## src/rtl/dmem_pkg.sv

```systemverilog
// dmem_pkg: funct3 encodings, FSM states and size decode for the data-memory unit.
// Build option DMEM_MISALIGNED_SPLIT_EN selects split handling of word-crossing accesses.
package dmem_pkg;

    localparam int LANE_CNT = 4;

    localparam logic [2:0] F3_B  = 3'b000;
    localparam logic [2:0] F3_H  = 3'b001;
    localparam logic [2:0] F3_W  = 3'b010;
    localparam logic [2:0] F3_BU = 3'b100;
    localparam logic [2:0] F3_HU = 3'b101;

    typedef enum logic [1:0] {
        S_IDLE = 2'd0,
        S_ACC0 = 2'd1,
        S_ACC1 = 2'd2,
        S_RESP = 2'd3
    } state_e;

    // Access size in bytes; zero marks an encoding with no legal access.
    function automatic logic [2:0] size_of(input logic [2:0] f3);
        logic [2:0] s;
        case (f3)
            F3_B, F3_BU: s = 3'd1;
            F3_H, F3_HU: s = 3'd2;
            F3_W:        s = 3'd4;
            default:     s = 3'd0;
        endcase
        return s;
    endfunction

    // Plain B/H/W loads sign-extend; the U variants have funct3[2] set.
    function automatic logic is_signed(input logic [2:0] f3);
        return ~f3[2];
    endfunction

endpackage

```

## src/rtl/dmem_lane_align.sv

```systemverilog
// dmem_lane_align: lane mask, write-data shift and load-byte assembly for one word part.
// part_i=0 covers the addressed word, part_i=1 the spill-over into the next word.
module dmem_lane_align
    import dmem_pkg::*;
(
    input  logic [1:0]            off_i,
    input  logic [2:0]            size_i,
    input  logic                  part_i,
    input  logic                  sext_i,
    input  logic [8*LANE_CNT-1:0] wdata_i,
    input  logic [8*LANE_CNT-1:0] rdata_i,
    input  logic [8*LANE_CNT-1:0] asm_i,
    output logic [LANE_CNT-1:0]   mask_o,
    output logic [8*LANE_CNT-1:0] wdata_o,
    output logic [8*LANE_CNT-1:0] asm_o,
    output logic [8*LANE_CNT-1:0] ext_o
);

    logic [LANE_CNT-1:0]   size_mask;
    logic [2*LANE_CNT-1:0] mask_wide;
    logic [5:0]            lo_sh;
    logic [5:0]            hi_sh;

    // Bit shift for the first part, and the complementary shift for the spill part.
    assign lo_sh = {1'b0, off_i, 3'b000};
    assign hi_sh = 6'd32 - lo_sh;

    // Lanes past lane 3 land in the upper half and belong to the next word.
    assign mask_wide = {{LANE_CNT{1'b0}}, size_mask} << off_i;

    // Contiguous lane mask for the access size, starting at lane 0.
    always_comb begin
        size_mask = '0;
        unique case (1'b1)
            size_i == 3'd1: size_mask = 4'b0001;
            size_i == 3'd2: size_mask = 4'b0011;
            size_i == 3'd4: size_mask = 4'b1111;
            default: ;
        endcase
    end

    // Select lanes, shifted store data and assembled load bytes for this part.
    always_comb begin
        if (part_i) begin
            mask_o  = mask_wide[2*LANE_CNT-1:LANE_CNT];
            wdata_o = wdata_i >> hi_sh;
            asm_o   = asm_i | (rdata_i << hi_sh);
        end else begin
            mask_o  = mask_wide[LANE_CNT-1:0];
            wdata_o = wdata_i << lo_sh;
            asm_o   = rdata_i >> lo_sh;
        end
    end

    // Sign- or zero-extend the low bytes of the assembled word.
    always_comb begin
        ext_o = asm_o;
        unique case (1'b1)
            size_i == 3'd1: ext_o = {{24{sext_i & asm_o[7]}}, asm_o[7:0]};
            size_i == 3'd2: ext_o = {{16{sext_i & asm_o[15]}}, asm_o[15:0]};
            default: ;
        endcase
    end

endmodule

```

## src/rtl/dmem_access_unit.sv

```systemverilog
// dmem_access_unit: one-at-a-time load/store initiator on a 4-lane byte memory.
// DMEM_MISALIGNED_SPLIT_EN: split word-crossing accesses over two cycles, else flag them.
module dmem_access_unit
    import dmem_pkg::*;
#(
    parameter int ADDR_W = 32,
    parameter int LANES  = LANE_CNT
) (
    input  logic              clk,
    input  logic              rst,
    input  logic              req_valid,
    output logic              req_ready,
    input  logic              req_we,
    input  logic [2:0]        req_funct3,
    input  logic [ADDR_W-1:0] req_addr,
    input  logic [31:0]       req_wdata,
    output logic              rsp_valid,
    input  logic              rsp_ready,
    output logic [31:0]       rsp_rdata,
    output logic              rsp_err,
    output logic [ADDR_W-1:0] mem_addr,
    output logic [LANES-1:0]  mem_we,
    output logic [31:0]       mem_wdata,
    input  logic [31:0]       mem_rdata
);

    state_e            state_q;
    logic              we_q;
    logic [2:0]        f3_q;
    logic [ADDR_W-1:0] addr_q;
    logic [31:0]       wdata_q;
    logic [31:0]       asm_q;
    logic              req_ready_q;
    logic              rsp_valid_q;
    logic              rsp_err_q;
    logic [31:0]       rsp_rdata_q;

    logic [2:0]        in_size;
    logic              in_err;
    logic [2:0]        acc_size;
    logic              acc_part;

    logic [3:0]        al_mask;
    logic [31:0]       al_wdata;
    logic [31:0]       al_asm;
    logic [31:0]       al_ext;

    assign in_size  = size_of(req_funct3);
    assign acc_size = size_of(f3_q);
    assign acc_part = (state_q == S_ACC1);

`ifdef DMEM_MISALIGNED_SPLIT_EN
    logic              acc_cross;
    logic [ADDR_W-3:0] word_nxt;

    assign in_err    = (in_size == 3'd0);
    assign acc_cross = ({2'b00, addr_q[1:0]} + {1'b0, acc_size}) > 4'd4;
    assign word_nxt  = addr_q[ADDR_W-1:2] + {{(ADDR_W-3){1'b0}}, 1'b1};
`else
    logic              in_cross;

    // Without splitting, a crossing access is rejected before touching memory.
    assign in_cross = ({2'b00, req_addr[1:0]} + {1'b0, in_size}) > 4'd4;
    assign in_err   = (in_size == 3'd0) | in_cross;
`endif

    dmem_lane_align u_align (
        .off_i   (addr_q[1:0]),
        .size_i  (acc_size),
        .part_i  (acc_part),
        .sext_i  (is_signed(f3_q)),
        .wdata_i (wdata_q),
        .rdata_i (mem_rdata),
        .asm_i   (asm_q),
        .mask_o  (al_mask),
        .wdata_o (al_wdata),
        .asm_o   (al_asm),
        .ext_o   (al_ext)
    );

    // Memory strobes decode from state so a reset drops them at once.
    always_comb begin
        mem_addr  = '0;
        mem_we    = '0;
        mem_wdata = '0;
        case (state_q)
            S_ACC0: begin
                mem_addr  = addr_q;
                mem_wdata = al_wdata;
                mem_we    = we_q ? al_mask : '0;
            end
`ifdef DMEM_MISALIGNED_SPLIT_EN
            S_ACC1: begin
                mem_addr  = {word_nxt, 2'b00};
                mem_wdata = al_wdata;
                mem_we    = we_q ? al_mask : '0;
            end
`endif
            default: ;
        endcase
    end

    // Request/response FSM with registered handshake and response outputs.
    always_ff @(posedge clk or posedge rst) begin
        if (rst) begin
            state_q     <= S_IDLE;
            we_q        <= 1'b0;
            f3_q        <= '0;
            addr_q      <= '0;
            wdata_q     <= '0;
            asm_q       <= '0;
            req_ready_q <= 1'b1;
            rsp_valid_q <= 1'b0;
            rsp_err_q   <= 1'b0;
            rsp_rdata_q <= '0;
        end else begin
            case (state_q)
                S_IDLE: begin
                    if (req_valid && req_ready_q) begin
                        we_q        <= req_we;
                        f3_q        <= req_funct3;
                        addr_q      <= req_addr;
                        wdata_q     <= req_wdata;
                        req_ready_q <= 1'b0;
                        rsp_rdata_q <= '0;
                        rsp_err_q   <= 1'b0;
                        if (in_err) begin
                            state_q     <= S_RESP;
                            rsp_valid_q <= 1'b1;
                            rsp_err_q   <= 1'b1;
                        end else begin
                            state_q <= S_ACC0;
                        end
                    end
                end
                S_ACC0: begin
                    asm_q <= al_asm;
`ifdef DMEM_MISALIGNED_SPLIT_EN
                    if (acc_cross) begin
                        state_q <= S_ACC1;
                    end else begin
                        state_q     <= S_RESP;
                        rsp_valid_q <= 1'b1;
                        rsp_rdata_q <= we_q ? '0 : al_ext;
                    end
`else
                    state_q     <= S_RESP;
                    rsp_valid_q <= 1'b1;
                    rsp_rdata_q <= we_q ? '0 : al_ext;
`endif
                end
`ifdef DMEM_MISALIGNED_SPLIT_EN
                S_ACC1: begin
                    asm_q       <= al_asm;
                    state_q     <= S_RESP;
                    rsp_valid_q <= 1'b1;
                    rsp_rdata_q <= we_q ? '0 : al_ext;
                end
`endif
                S_RESP: begin
                    if (rsp_ready) begin
                        state_q     <= S_IDLE;
                        rsp_valid_q <= 1'b0;
                        req_ready_q <= 1'b1;
                    end
                end
                default: state_q <= S_IDLE;
            endcase
        end
    end

    assign req_ready = req_ready_q;
    assign rsp_valid = rsp_valid_q;
    assign rsp_err   = rsp_err_q;
    assign rsp_rdata = rsp_rdata_q;

endmodule

```

## config.mk

```make
export PLATFORM = sky130hd
export DESIGN_NAME = dmem_access_unit
export DESIGN_NICKNAME = d
export VERILOG_FILES = /design/src/rtl/dmem_pkg.sv /design/src/rtl/dmem_lane_align.sv /design/src/rtl/dmem_access_unit.sv
export SDC_FILE = /design/constraint.sdc
export NUM_CORES = 1
export LEC_CHECK = 0
export ABC_CLOCK_PERIOD_IN_PS = 8100
export CORE_MARGIN = 2
export CORE_UTILIZATION = 50
export DETAILED_ROUTE_END_ITERATION = 10
export PLACE_DENSITY = 0.94
export SLEW_MARGIN = 15
export SYNTH_ARGS = -nofsm -noshare
export SYNTH_HDL_FRONTEND = slang
export SYNTH_SLANG_ARGS = --single-unit
```

## constraint.sdc

```tcl
create_clock -name clk -period 8.1 [get_ports clk]
set_input_delay 1.215 -clock clk [delete_from_list [all_inputs] [get_ports clk]]
set_output_delay 1.215 -clock clk [all_outputs]
set_load 0.005 [all_outputs]
```

==> flow_summary.toml, run 1 <==
[run_status]
status = "complete, no violations"

[clock_network]
clockRootBuffer = "clkbuf_16"
clock_latency_ns = 0.42
htreeDepth = 4
cts_tree = "yes"
clockBufferDepth = 2
cts_resized = 0
cts_buffers = 17
ctsHoldBuffers = 0
cts_sinks = 115
cts_setup_buffers = 0
clk_pin_slew_ns = 0.05

[placed_design]
postPlaceCellArea_sq_mm = 0.008384
io_buffers = 206
post-place-ws_ns = 3.962
gp_congestion = 0.9399
dp_hpwl_microns = 14180
dp.cells = 937

[timing]
max_freq_mhz = 213.7
setup_viol = 0
worst_slack_ns = 3.420
finalSetupTns_ns = 0
worstMarginPinSlew_ns = 1.151
fin_skew_ns = 0.009503
maxSlewHeadroom_pct = 23.29
grt_setup_unrepaired = "false"
finalMaxSlewViolations = 0
fin_crit_sh_pct = 57.78
period_minus_slack_ns = 4.680
final_hold_viol_count = 0

[final_layout]
final_layout_size_suffix_gt1_share_pct = 14.68
post-route-cell-area_sq_mm = 0.008994
num-nets-final = 892
area_growth_pct = 42.06
insertedDiodeCount = 0
final_common_cell = "clkdlybuf4s50_1"
layout_common_cells = "clkdlybuf4s50_1, dfrtp_1, mux2_2"
layout.cells.non_filler = 969

[logic_synthesis]
synth.distinct_cells = 50
synth_edf_count = 0
ys_seq_elements = 115
synth_ff_type = "dfrtp_1"
syn_area_per_cell_sq_um = 10.34
seq_area_frac_synth_pct = 45.47
syn-cell-area_sq_mm = 0.006331
synth_nets = 720
ys_warn_count = 0
synth-async-reset-ratio_pct = 100.0
syn_inst = 612

[setup_path]
cpPeakStageDelay_ns = 0.97
worst_setup_path_start_kind = "register"
crit_fanout = 40
cp_data_arrival_time_ns = 3.46
crit_required_ns = 6.88
r2r-end = "rsp_rdata[21]$_DFFE_PP0P_"
r2r_cells = 7
path_class = "reg2out"
r2r-start = "addr_q[1]$_DFFE_PP0P_"
cp_slowest_cell = "and2b_1"
crit_path_end_kind = "primary output"
path_cells = "and2b_1, nand2_1, nor4bb_1, clkdlybuf4s50_1"
reg2reg_slack_ns = 4.34

[power]
peakVddDrop_mv = 0.1427
clockPowerShare_pct = 54.0
power.total_mw = 1.436
p_leak_nw = 4.203
seqPwrFrac_pct = 40.1
combPwrFrac_pct = 6.0
p_per_area_mw_per_mm2 = 159.6
intPower_mw = 1.131
switchingPower_uw = 304.6
switching_share_pct = 21.22

[die]
initial_core_util_pct = 50.79
fp.dieW_microns = 116.5
die_h_microns = 116.5
io_pins = 207
core_sq_mm = 0.01247
num_rows = 41
dieArea_sq_mm = 0.01358

[grt]
grt_use_total_pct = 31.95
overflow = 0
grt_max_degree = 86
grt_pass1_wl_microns = 32510
grt_pass1_vias = 5889
antenna_found_initial = 1

[worst_hold_path]
whs_path_depth = 2
hp-class = "reg2reg"
worstHoldStart = "rsp_rdata[16]$_DFFE_PP0P_"
min_to = "rsp_rdata[16]$_DFFE_PP0P_"

[routing]
viasPerCell = 6.096
dr.pass1.iters = 6
wl_per_cell_microns = 21.99
route.detailed.drc = 0
wl_microns = 21310
drtIter0Drc = 598
vias = 5907
ant_nets = 0

[run]
max_cap_viol_count = 0
[cell families (layout without fill, tap and decap cells)]
logic type | count (synthesis) | after routing | synth area share [%]
flip-flops | 115 | 115 | 45.47
adder cells (fa/ha/maj) | 4 | 4 | 0.9092
AND/OR/NAND/NOR | 179 | 179 | 13.95
buffers and inverters | 62 | 247 | 4.545
AO/OA/AOI/OAI | 130 | 130 | 13.87
multiplexers | 122 | 122 | 21.25
[critical path: cells and delay by family, from the launching register on]
family                 cells  cell delay [ns]
AND/OR/NAND/NOR            3             1.80
flip-flops                 1             0.62
buffers and inverters      1             0.63
[Yosys cell counts, types with 3 or more instances]
cell type,instances,area share (%)
dfrtp_1,114,45
mux2_2,69,12
nand2_1,53,3.1
nor2_1,51,3.0
o21ai_0,51,4.0
mux2i_1,50,7.9
and2_1,34,3.4
clkbuf_1,31,1.8
a21oi_1,20,1.6
buf_2,20,1.6
a22o_1,10,1.4
and3_1,9,0.89
a211oi_1,8,0.95
a221o_1,8,1.3
a2bb2oi_1,7,0.97
a311o_1,7,1.1
nand3_1,7,0.55
nor2b_1,7,0.69
inv_1,4,0.24
nand2b_1,4,0.40
o221ai_1,4,0.55
a22oi_1,3,0.36
buf_6,3,0.53
ha_1,3,0.59
mux4_2,3,1.1
[power groups by stage]
stage / Clock (mW) / Combinational (mW) / Sequential (mW)
floorplan: 0 / 0.0199 / 0.585
finish: 0.775 / 0.0860 / 0.575
CTS: 0.778 / 0.0855 / 0.575
detailed placement: 0 / 0.0840 / 0.585
global route: 0.805 / 0.0919 / 0.575
global placement: 0 / 0.0817 / 0.585
[stage by stage]
| stage | hold WS (ns) | util (%) |
|---|---|---|
| 2_1_floorplan | 0.4408 | - |
| 3_3_place_gp | 0.4566 | 67.26 |
| 3_5_place_dp | 0.4719 | 67.26 |
| 4_1_cts | 0.4838 | 72.12 |
| 5_1_grt | 0.5004 | 72.15 |
| 6_report | 0.4788 | 72.15 |
[flip-flops by register name, summed over array words and instances (netlist names)]
register and count:
rsp_valid 1, f3_q 3, req_ready 1, rsp_rdata 32, addr_q 32, rsp_err 1
asm_q 10, state_q 2, wdata_q 32, we_q 1
[worst max path at each step]
| stage | startpoint | end | slack, ns |
|---|---|---|---|
| final | state_q[0]$_DFFE_PP0P_ | mem_we[2] | 3.42 |
| after global routing | state_q[0]$_DFFE_PP0P_ | mem_we[2] | 3.31 |
| after CTS | state_q[0]$_DFFE_PP0P_ | mem_we[2] | 3.46 |
| after detailed placement | state_q[0]$_DFFE_PP0P_ | mem_we[2] | 3.96 |
| after global placement | state_q[0]$_DFFE_PP0P_ | mem_we[2] | 4.11 |
| after floorplan | rst | addr_q[0]$_DFFE_PP0P_ | 3.84 |
[layout make-up]
| type | instances | area (sq um) |
|---|---|---|
| Inverter | 4 | 17.52 |
| Clock buffer | 22 | 474.2 |
| Clock inverter | 10 | 131.4 |
| Multi-Input combinational cell | 435 | 3171 |
| Timing Repair Buffer | 211 | 2103 |
| Fill cell | 820 | 3472 |
| Sequential cell | 115 | 2882 |
| Tap cell | 172 | 215.2 |
[layer usage]
metal  GRT usage (%)  share of wire [%]  up-vias
li1                -                  -     2539
met5               0                  0        -
met1           38.73                 37     2898
met3           9.445                9.8       75
met2           52.13                 49      395
met4           15.87                4.0        0
Power figures use the tool's default switching activity.
==> inputs of run 2 (changes only) <==
- ABC_CLOCK_PERIOD_IN_PS: 8100 -> 3900
- CORE_UTILIZATION: 50 -> 42
- PLACE_DENSITY: 0.94 -> 0.85
- clock period: 8.1 -> 3.9 ns (I/O delays scaled with it)
==> flow_summary.toml, run 2 (synthesis gave the netlist of run 1 again) <==
[setup_path]
cp_data_arrival_time_ns = 2.89
cpPeakStageDelay_ns = 0.75
crit_required_ns = 3.31
crit_path_end_kind = "primary output"
path_cells = "buf_4, nor2_1, a221oi_1, nor2_1, clkdlybuf4s50_1"
crit_fanout = 36
path_class = "reg2out"
crit_top_cell = "nor2_1"
worst_setup_path_start_kind = "register"
cp_slowest_cell = "nor2_1"

[die]
num_rows = 44
fp.dieW_microns = 126.8
die_h_microns = 126.8
core_sq_mm = 0.01464
io_pins = 207
dieArea_sq_mm = 0.01607
initial_core_util_pct = 43.23

[final_layout]
insertedDiodeCount = 0
layout_common_cells = "clkdlybuf4s50_1, dfrtp_1, mux2_2"
fillers = 1175
num-nets-final = 896
final_common_cell = "clkdlybuf4s50_1"
seq_area_sq_mm = 0.002882
final_layout_size_suffix_gt1_share_pct = 15.23
multi_input_area_sq_mm = 0.003171
area_growth_pct = 43.04

[grt]
grt_pass1_vias = 5818
grt_use_total_pct = 24.70
grt_pass1_wl_microns = 31000
grt_max_degree = 116
antenna_found_initial = 0
overflow = 0

[routing]
wl_microns = 19350
wl_per_cell_microns = 19.65
viasPerCell = 5.666
drtIter0Drc = 449
route.detailed.drc = 0
dr.pass1.iters = 5
vias = 5581
ant_nets = 0

[worst_hold_path]
hp-class = "reg2reg"

[clock_network]
cts_tree = "yes"
clockRootBuffer = "clkbuf_16"
clock_latency_ns = 0.41
ctsHoldBuffers = 0
cts_sinks = 115
cts_resized = 0
cts_buffers = 17
clk_pin_slew_ns = 0.06
cts_setup_buffers = 0
htreeDepth = 4
clockBufferDepth = 2

[power]
p_per_area_mw_per_mm2 = 325.9
peakVddDrop_mv = 0.3135
p_leak_nw = 4.219

[timing]
period_minus_slack_ns = 3.473
worstMarginPinSlew_ns = 0.9114
maxSlewHeadroom_pct = 39.02
max_freq_mhz = 288.0
fin_crit_sh_pct = 89.05
setup_viol = 0
fin_skew_ns = 0.006971
finalSetupTns_ns = 0
final_hold_viol_count = 0
finalMaxSlewViolations = 0
worst_slack_ns = 0.4272
grt_setup_unrepaired = "false"

[placed_design]
post-place-ws_ns = 0.8906
gp_congestion = 0.8521
dp_hpwl_microns = 13570
io_buffers = 206

[run]
max_cap_viol_count = 0

[run_status]
status = "complete, no violations"
run 2: cell count changes in the layout (fill, tap and decap cells not counted):
cell / delta
clkinv_2: -1
inv_6: +1
clkbuf_8: -2
buf_12: +2
buf_6: -1
buf_4: +3
clkinvlp_4: +2
clkinv_4: +1
clkbuf_1: -1
run 2: per-layer routing:
metal / vias to the layer above / GRT usage, % / wire [microns]
met5: - / 0 / 0
met4: 0 / 9.955 / 515
met3: 43 / 8.435 / 2012
met2: 301 / 39.75 / 9021
met1: 2702 / 30.71 / 7804
li1: 2535 / - / -
run 2: cell type report:
type	count	share of cell area, %
Clock buffer	19	4.891
Clock inverter	13	1.755
Inverter	4	0.1934
Multi-Input combinational cell	435	35.01
Sequential cell	115	31.82
Tap cell	184	2.542
Timing Repair Buffer	215	23.79
run 2: power by group:
part / internal [mW] / switching, mW
Combinational: 0.107 / 0.0705
Sequential: 1.19 / 0
Clock: 1.02 / 0.562
Total: 2.32 / 0.632
run 2: path summary, 6_finish.rpt:
kind,startpoint,end,slack [ns],depth (start not counted)
max reg2reg,addr_q[1]$_DFFE_PP0P_,rsp_rdata[20]$_DFFE_PP0P_,0.87,7
max,addr_q[1]$_DFFE_PP0P_,mem_wdata[16],0.43,5
min in group asynchronous,rst,addr_q[8]$_DFFE_PP0P_,0.67,3
min reg2reg,rsp_rdata[30]$_DFFE_PP0P_,rsp_rdata[30]$_DFFE_PP0P_,0.48,2
max in group asynchronous,rst,rsp_rdata[19]$_DFFE_PP0P_,2.73,3
min,rsp_rdata[30]$_DFFE_PP0P_,rsp_rdata[30]$_DFFE_PP0P_,0.48,2
run 2: stage by stage:
| stage | power [mW] | instances | cell area (sq um) | hold slack, ns | utilization (%) |
|---|---|---|---|---|---|
| global route | 3.050 | 985 | 9056 | 0.5069 | 61.84 |
| detailed placement | 1.391 | 953 | 8454 | 0.4694 | 57.73 |
| global placement | 1.389 | 953 | 8454 | 0.4526 | 57.73 |
| CTS | 2.977 | 985 | 9056 | 0.4827 | 61.84 |
| finish | 2.952 | 985 | 9056 | 0.4806 | 61.84 |
| floorplan | 1.256 | 612 | 6331 | 0.4408 | - |
run 2: critical path, delay by kind of cell (launching register included):
family | cells | cell delay (ns)
buffers and inverters | 2 | 0.84
AOI/OAI and AO/OA | 1 | 0.21
DFF | 1 | 0.53
and+or+nand+nor | 2 | 0.90
